## config.mk

```make
export PLATFORM = sky130hd
export DESIGN_NAME = comp_stream_nbit
export DESIGN_NICKNAME = d
export VERILOG_FILES = /design/src/rtl/comp_pkg.sv /design/src/rtl/comp_sat_counter.sv /design/src/rtl/comp_stream_nbit.sv
export SDC_FILE = /design/constraint.sdc
export NUM_CORES = 1
export LEC_CHECK = 0
export CAP_MARGIN = 20
export CORE_MARGIN = 4
export CORE_UTILIZATION = 40
export CTS_BUF_LIST = sky130_fd_sc_hd__clkbuf_2 sky130_fd_sc_hd__clkbuf_4 sky130_fd_sc_hd__clkbuf_8
export DETAILED_ROUTE_END_ITERATION = 10
export GPL_TIMING_DRIVEN = 0
export PLACE_DENSITY = 0.63
export SLEW_MARGIN = 20
export SYNTH_ARGS = -nofsm -noshare
export SYNTH_HDL_FRONTEND = slang
export SYNTH_HIERARCHICAL = 1
export SYNTH_SLANG_ARGS = --single-unit
```

## constraint.sdc

```tcl
create_clock -name clk -period 3.52 [get_ports clk]
set_input_delay 0.352 -clock clk [delete_from_list [all_inputs] [get_ports clk]]
set_output_delay 0.352 -clock clk [all_outputs]
set_load 0.1 [all_outputs]
```

## src/rtl/comp_pkg.sv

```systemverilog
// Shared types and the width-generic compare helper for the streaming comparator.
//   cmp_res_e   : encoded three-way compare result
//   cmp_flags_t : one-hot LT/EQ/GT payload held in the result register
//   comp_fn#(W) : static compare(a, b, is_signed) sized by W
package comp_pkg;

  typedef enum logic [1:0] {
    CMP_LT = 2'd0,
    CMP_EQ = 2'd1,
    CMP_GT = 2'd2
  } cmp_res_e;

  typedef struct packed {
    logic lt;
    logic eq;
    logic gt;
  } cmp_flags_t;

  // Decode a compare result into the one-hot flag payload.
  function automatic cmp_flags_t res_to_flags(input cmp_res_e res);
    cmp_flags_t f;
    f = '0;
    case (res)
      CMP_LT:  f.lt = 1'b1;
      CMP_EQ:  f.eq = 1'b1;
      CMP_GT:  f.gt = 1'b1;
      default: f = '0;
    endcase
    return f;
  endfunction

  // Width-parametrised compare. Inverting both MSBs maps two's-complement
  // ordering onto unsigned ordering, so one unsigned comparator serves both modes.
  virtual class comp_fn #(parameter int unsigned W = 8);
    static function cmp_res_e compare(input logic [W-1:0] a,
                                      input logic [W-1:0] b,
                                      input logic         is_signed);
      logic [W-1:0] ka;
      logic [W-1:0] kb;
      ka = a;
      kb = b;
      if (is_signed) begin
        ka[W-1] = ~a[W-1];
        kb[W-1] = ~b[W-1];
      end
      if (ka < kb) begin
        return CMP_LT;
      end else if (ka == kb) begin
        return CMP_EQ;
      end
      return CMP_GT;
    endfunction
  endclass

endpackage

```

## src/rtl/comp_sat_counter.sv

```systemverilog
// Saturating event counter: holds at all-ones instead of wrapping.
//   clk, rst : clock, async active-high reset
//   inc      : count one event this cycle
//   clr      : synchronous clear, dominates inc
//   q        : current count
module comp_sat_counter #(
  parameter int unsigned CNT_W = 16
) (
  input  logic             clk,
  input  logic             rst,
  input  logic             inc,
  input  logic             clr,
  output logic [CNT_W-1:0] q
);

  localparam logic [CNT_W-1:0] CNT_MAX = '1;

  always_ff @(posedge clk or posedge rst) begin
    if (rst) begin
      q <= '0;
    end else if (clr) begin
      q <= '0;
    end else if (inc && (q != CNT_MAX)) begin
      q <= q + CNT_W'(1);
    end
  end

endmodule

```

## src/rtl/comp_stream_nbit.sv

```systemverilog
// Streaming WIDTH-bit LT/EQ/GT comparator with a one-deep registered result,
// saturating per-result event counters and a sticky GT-run alarm.
//   in_valid/in_ready, A, B, signed_cmp : operand side (in_ready is combinational)
//   out_valid/out_ready, LT, EQ, GT     : registered result side
//   cnt_lt/cnt_eq/cnt_gt, clr_cnt       : counters of accepted results, sync clear
//   gt_alarm                            : set once RUN_LIMIT consecutive GT accepts occur
module comp_stream_nbit
  import comp_pkg::*;
#(
  parameter int unsigned WIDTH     = 8,
  parameter int unsigned CNT_W     = 16,
  parameter int unsigned RUN_LIMIT = 4
) (
  input  logic             clk,
  input  logic             rst,
  input  logic             in_valid,
  output logic             in_ready,
  input  logic [WIDTH-1:0] A,
  input  logic [WIDTH-1:0] B,
  input  logic             signed_cmp,
  output logic             out_valid,
  input  logic             out_ready,
  output logic             LT,
  output logic             EQ,
  output logic             GT,
  output logic [CNT_W-1:0] cnt_lt,
  output logic [CNT_W-1:0] cnt_eq,
  output logic [CNT_W-1:0] cnt_gt,
  input  logic             clr_cnt,
  output logic             gt_alarm
);

  localparam int unsigned      RUN_W   = $clog2(RUN_LIMIT + 1);
  localparam logic [RUN_W-1:0] RUN_MAX = RUN_W'(RUN_LIMIT);

  logic             r_out_valid;
  cmp_flags_t       r_flags;
  logic [RUN_W-1:0] r_run;
  logic             r_alarm;

  logic             w_accept;
  cmp_res_e         w_res;
  cmp_flags_t       w_flags;
  logic [RUN_W-1:0] w_run_nxt;
  logic             w_inc_lt;
  logic             w_inc_eq;
  logic             w_inc_gt;

  // The result slot frees up in the same cycle the consumer takes it.
  assign in_ready = !r_out_valid || out_ready;
  assign w_accept = in_valid && in_ready;

  assign w_res   = comp_fn#(WIDTH)::compare(A, B, signed_cmp);
  assign w_flags = res_to_flags(w_res);

  // Result register: load on accept, otherwise clear flags when consumed.
  always_ff @(posedge clk or posedge rst) begin
    if (rst) begin
      r_out_valid <= 1'b0;
      r_flags     <= '0;
    end else if (w_accept) begin
      r_out_valid <= 1'b1;
      r_flags     <= w_flags;
    end else if (r_out_valid && out_ready) begin
      r_out_valid <= 1'b0;
      r_flags     <= '0;
    end
  end

  assign out_valid = r_out_valid;
  assign LT        = r_flags.lt;
  assign EQ        = r_flags.eq;
  assign GT        = r_flags.gt;

  // A coincident clear wins, so the accept is not counted.
  assign w_inc_lt = w_accept && !clr_cnt && (w_res == CMP_LT);
  assign w_inc_eq = w_accept && !clr_cnt && (w_res == CMP_EQ);
  assign w_inc_gt = w_accept && !clr_cnt && (w_res == CMP_GT);

  comp_sat_counter #(.CNT_W(CNT_W)) u_cnt_lt (
    .clk (clk),
    .rst (rst),
    .inc (w_inc_lt),
    .clr (clr_cnt),
    .q   (cnt_lt)
  );

  comp_sat_counter #(.CNT_W(CNT_W)) u_cnt_eq (
    .clk (clk),
    .rst (rst),
    .inc (w_inc_eq),
    .clr (clr_cnt),
    .q   (cnt_eq)
  );

  comp_sat_counter #(.CNT_W(CNT_W)) u_cnt_gt (
    .clk (clk),
    .rst (rst),
    .inc (w_inc_gt),
    .clr (clr_cnt),
    .q   (cnt_gt)
  );

  // Next GT-run length: GT extends (saturating), LT/EQ break the run.
  always_comb begin
    w_run_nxt = r_run;
    if (w_accept) begin
      if (w_res == CMP_GT) begin
        if (r_run != RUN_MAX) begin
          w_run_nxt = r_run + RUN_W'(1);
        end
      end else begin
        w_run_nxt = '0;
      end
    end
  end

  // Run length and sticky alarm.
  always_ff @(posedge clk or posedge rst) begin
    if (rst) begin
      r_run   <= '0;
      r_alarm <= 1'b0;
    end else if (clr_cnt) begin
      r_run   <= '0;
      r_alarm <= 1'b0;
    end else begin
      r_run <= w_run_nxt;
      if (w_run_nxt == RUN_MAX) begin
        r_alarm <= 1'b1;
      end
    end
  end

  assign gt_alarm = r_alarm;

endmodule
```

==> results.cfg <==
[clock_tree]
cts_buffer_depth = 2
cts_max_level = 2
cts_root_buf = clkbuf_8
hold_buffers = 0
clock_sinks = 56
tritoncts = yes
cts_buffers = 5
clk_pin_slew_ns = 0.10
clock_latency_ns = 0.31

[floorplan]
coreArea_sq_mm = 0.00834
rows = 33
floorplan.initialDensity_pct = 41.8
fp.dieW_um = 101
die_height_um = 101
io_pins = 76
die-area_sq_mm = 0.0103

[timing]
slew_headroom_pct = 33.1
period_minus_slack_ns = 3.33
max_freq_mhz = 300
finalHoldViolCount = 0
setup_viol = 0
hold_ws_ns = 0.379
rsz0062_at_grt = yes
tightest_slew_ns = 1.00
fin_ws_ns = 0.187
fin_crit_sh_pct = 94.7
fin_worst_skew_ns = 0.00792
drv_slew = 0

[grt]
grt_max_degree = 17
grt_use_total_pct = 16.3
grt_pass1_wl_um = 14000
grt-ovfl-total = 0
grt_pass1_vias = 3063
antenna_found_initial = 0

[place]
pre_cts_slack_ns = -0.307
dp_hpwl_um = 6040
routabilityCongestion = 0.823
place_area_sq_mm = 0.00438
portBuffers = 75

[finish]
drive_above_1_share_pct = 9.29
final_nets = 497
antenna_cells = 0
fill_cells = 783
multi_input_area_sq_mm = 0.00196
postLayoutCellArea_sq_mm = 0.00449
flow.area_growth_from_synthesis_pct = 28.7
seqCellArea_sq_mm = 0.00140

[synthesis]
yosysSeqAreaShare_pct = 40.2
ys_ff_latch = 56
synth_nets = 414
synth_cells = 380
ys_types = 43
postSynthAreaPerCell_sq_um = 9.17
synth_warnings = 6
synthesis.area_sq_mm = 0.00349

[hold_path]
hp-class = input port to asynchronous set/reset pin

[route]
wl_per_cell_um = 14.6
drt_first_pass_iters = 4
ant_nets = 0
drc = 0
vias = 3212
routed_via_density = 5.65
drt_iter0_drc = 50
wirelength_um = 8310

[power_and_ir_drop]
combPwrFrac_pct = 15.7
switching_power_uw = 339
p_int_uw = 853
leakagePower_nw = 1.69
power_density_mw_per_mm2 = 266
ir_worst_vdd_mv = 0.142
clkPwrFrac_pct = 29.2
p_sw_share_pct = 28.5
p_seq_share_pct = 55.1

[flow_run]
maxCapViolations = 0

[worst_setup_path]
arrival_ns = 3.57
start_kind = input port
crit_type = input port to register
cp-end-kind = register
worstPathMaxFanout = 8
cp.required_ns = 3.76

[outcome]
status = finished clean
## power by group through the flow
| stage | Combinational (mW) | Sequential [mW] | Clock [mW] |
|---|---|---|---|
| floorplan | 0.0808 | 0.712 | 0 |
| global placement | 0.183 | 0.669 | 0 |
| detailed placement | 0.186 | 0.669 | 0 |
| CTS | 0.186 | 0.657 | 0.366 |
| global route | 0.203 | 0.659 | 0.390 |
| finish | 0.187 | 0.657 | 0.348 |
## per-layer routing
metal  track usage [%]  up-vias  wire length (um)
met4              4.29        0                95
met1              22.3     1529              3950
met5                 0        -                 0
li1                  -     1614                 -
met2              26.9       60              3930
met3              2.62        9               332
## cell type report
| cell class | instances | share of cell area (%) |
|---|---|---|
| clock inverters | 2 | 0.279 |
| repair buffers | 76 | 16.9 |
| flip-flops and latches | 56 | 31.2 |
| multi-input cells | 292 | 43.8 |
| clock buffers | 5 | 1.53 |
| plain buffers | 13 | 1.76 |
| inverters | 19 | 1.59 |
| well taps | 105 | 2.93 |
## placed cells by master, fill, tap and decap left out, types with 5 or more instances in the layout
master / netlist / layout
clkdlybuf4s50_1: 0 / 75
dfrtp_1: 56 / 56
a21oi_1: 40 / 40
nand2_1: 28 / 28
nand3_1: 22 / 20
inv_1: 19 / 19
or4_1: 18 / 18
or3_1: 18 / 18
o21ai_0: 16 / 16
o31ai_1: 15 / 15
nor2b_1: 14 / 14
nor2_1: 14 / 14
nand4_1: 13 / 13
ha_1: 12 / 12
nor3_1: 12 / 12
nand2b_1: 10 / 9
nor4_1: 9 / 9
o41ai_1: 7 / 7
mux2_2: 6 / 6
clkbuf_8: 0 / 5
## sequential cells by signal (all words and copies together) (netlist names)
signal / cells
u_cnt_eq/q: 16
u_cnt_gt/q: 16
u_cnt_lt/q: 16
r_run: 3
EQ: 1
GT: 1
LT: 1
gt_alarm: 1
out_valid: 1
## cells in the mapped netlist, drive strengths merged
master / number / area [sq um]
and4: 3 / 26.3
buf: 3 / 22.5
nor2b: 14 / 87.6
mux2: 6 / 67.6
a21oi: 41 / 209
or3: 22 / 143
nor3: 13 / 76.3
nor2: 14 / 52.6
nor4b: 1 / 8.76
nor3b: 1 / 7.51
nand4: 16 / 145
xor2: 1 / 8.76
a2bb2oi: 1 / 8.76
o41a: 1 / 11.3
o21ai: 16 / 80.1
nand2b: 10 / 62.6
dfrtp: 56 / 1400
nand4b: 1 / 23.8
clkbuf: 7 / 30.0
o211ai: 2 / 15.0
o31ai: 16 / 125
o41ai: 8 / 77.6
ha: 12 / 150
o32ai: 1 / 8.76
a31oi: 3 / 18.8
nand2: 28 / 105
or4: 24 / 195
mux2i: 4 / 40.0
nor4: 9 / 56.3
dlygate4sd1: 3 / 26.3
nand3b: 1 / 7.51
inv: 19 / 71.3
and2: 1 / 6.26
nand3: 22 / 110
## through the flow
step	std cells	util [%]	power (mW)	setup TNS (ns)
final	568	53.8	1.19	0
after global placement	560	52.5	0.852	-1.41
after floorplan	380	-	0.793	0
after detailed placement	560	52.5	0.855	-1.79
after CTS	567	53.4	1.21	0
after global routing	568	53.8	1.25	-0.0361
## worst max-delay path, stage by stage
cell and delay (ns):
clkdlybuf4s50_1 0.45, inv_1 0.04, ha_1 0.27, nor2b_1 0.12
o211ai_1 0.10, a21oi_2 0.18, nor3_4 0.08, or3_2 0.44
nor2_1 0.09, buf_2 0.23, nand3_2 0.17, or4_4 0.48
or4_1 0.41, a21oi_1 0.15
## logic make-up after synthesis
group	after synthesis	share of synthesized area, %
buf+inv	32	4.31
xor+xnor	1	0.251
fa+ha+maj	12	4.31
simple gates	180	31.9
flops	56	40.2
compound gates	89	15.9
mux	10	3.09
## final timing paths
kind | start | slack [ns] | endpoint | cells past startpoint
hold / removal | rst | 0.38 | LT | 2
setup reg to reg | out_valid | 0.76 | u_cnt_gt/q[13] | 9
min in group clk | LT | 0.49 | LT | 2
max in group asynchronous | rst | 2.59 | u_cnt_lt/q[4] | 2
setup / recovery | B[1] | 0.19 | u_cnt_gt/q[13] | 14
hold reg to reg | LT | 0.49 | LT | 2
## what timing repair did
| action | 4_1_cts | 5_1_grt |
|---|---|---|
| buffers inserted | 0 | 1 |
| setup endpoints to repair | 0 | 9 |
| gates resized for setup | 0 | 5 |
No activity file was read; power rests on OpenSTA's default activity.
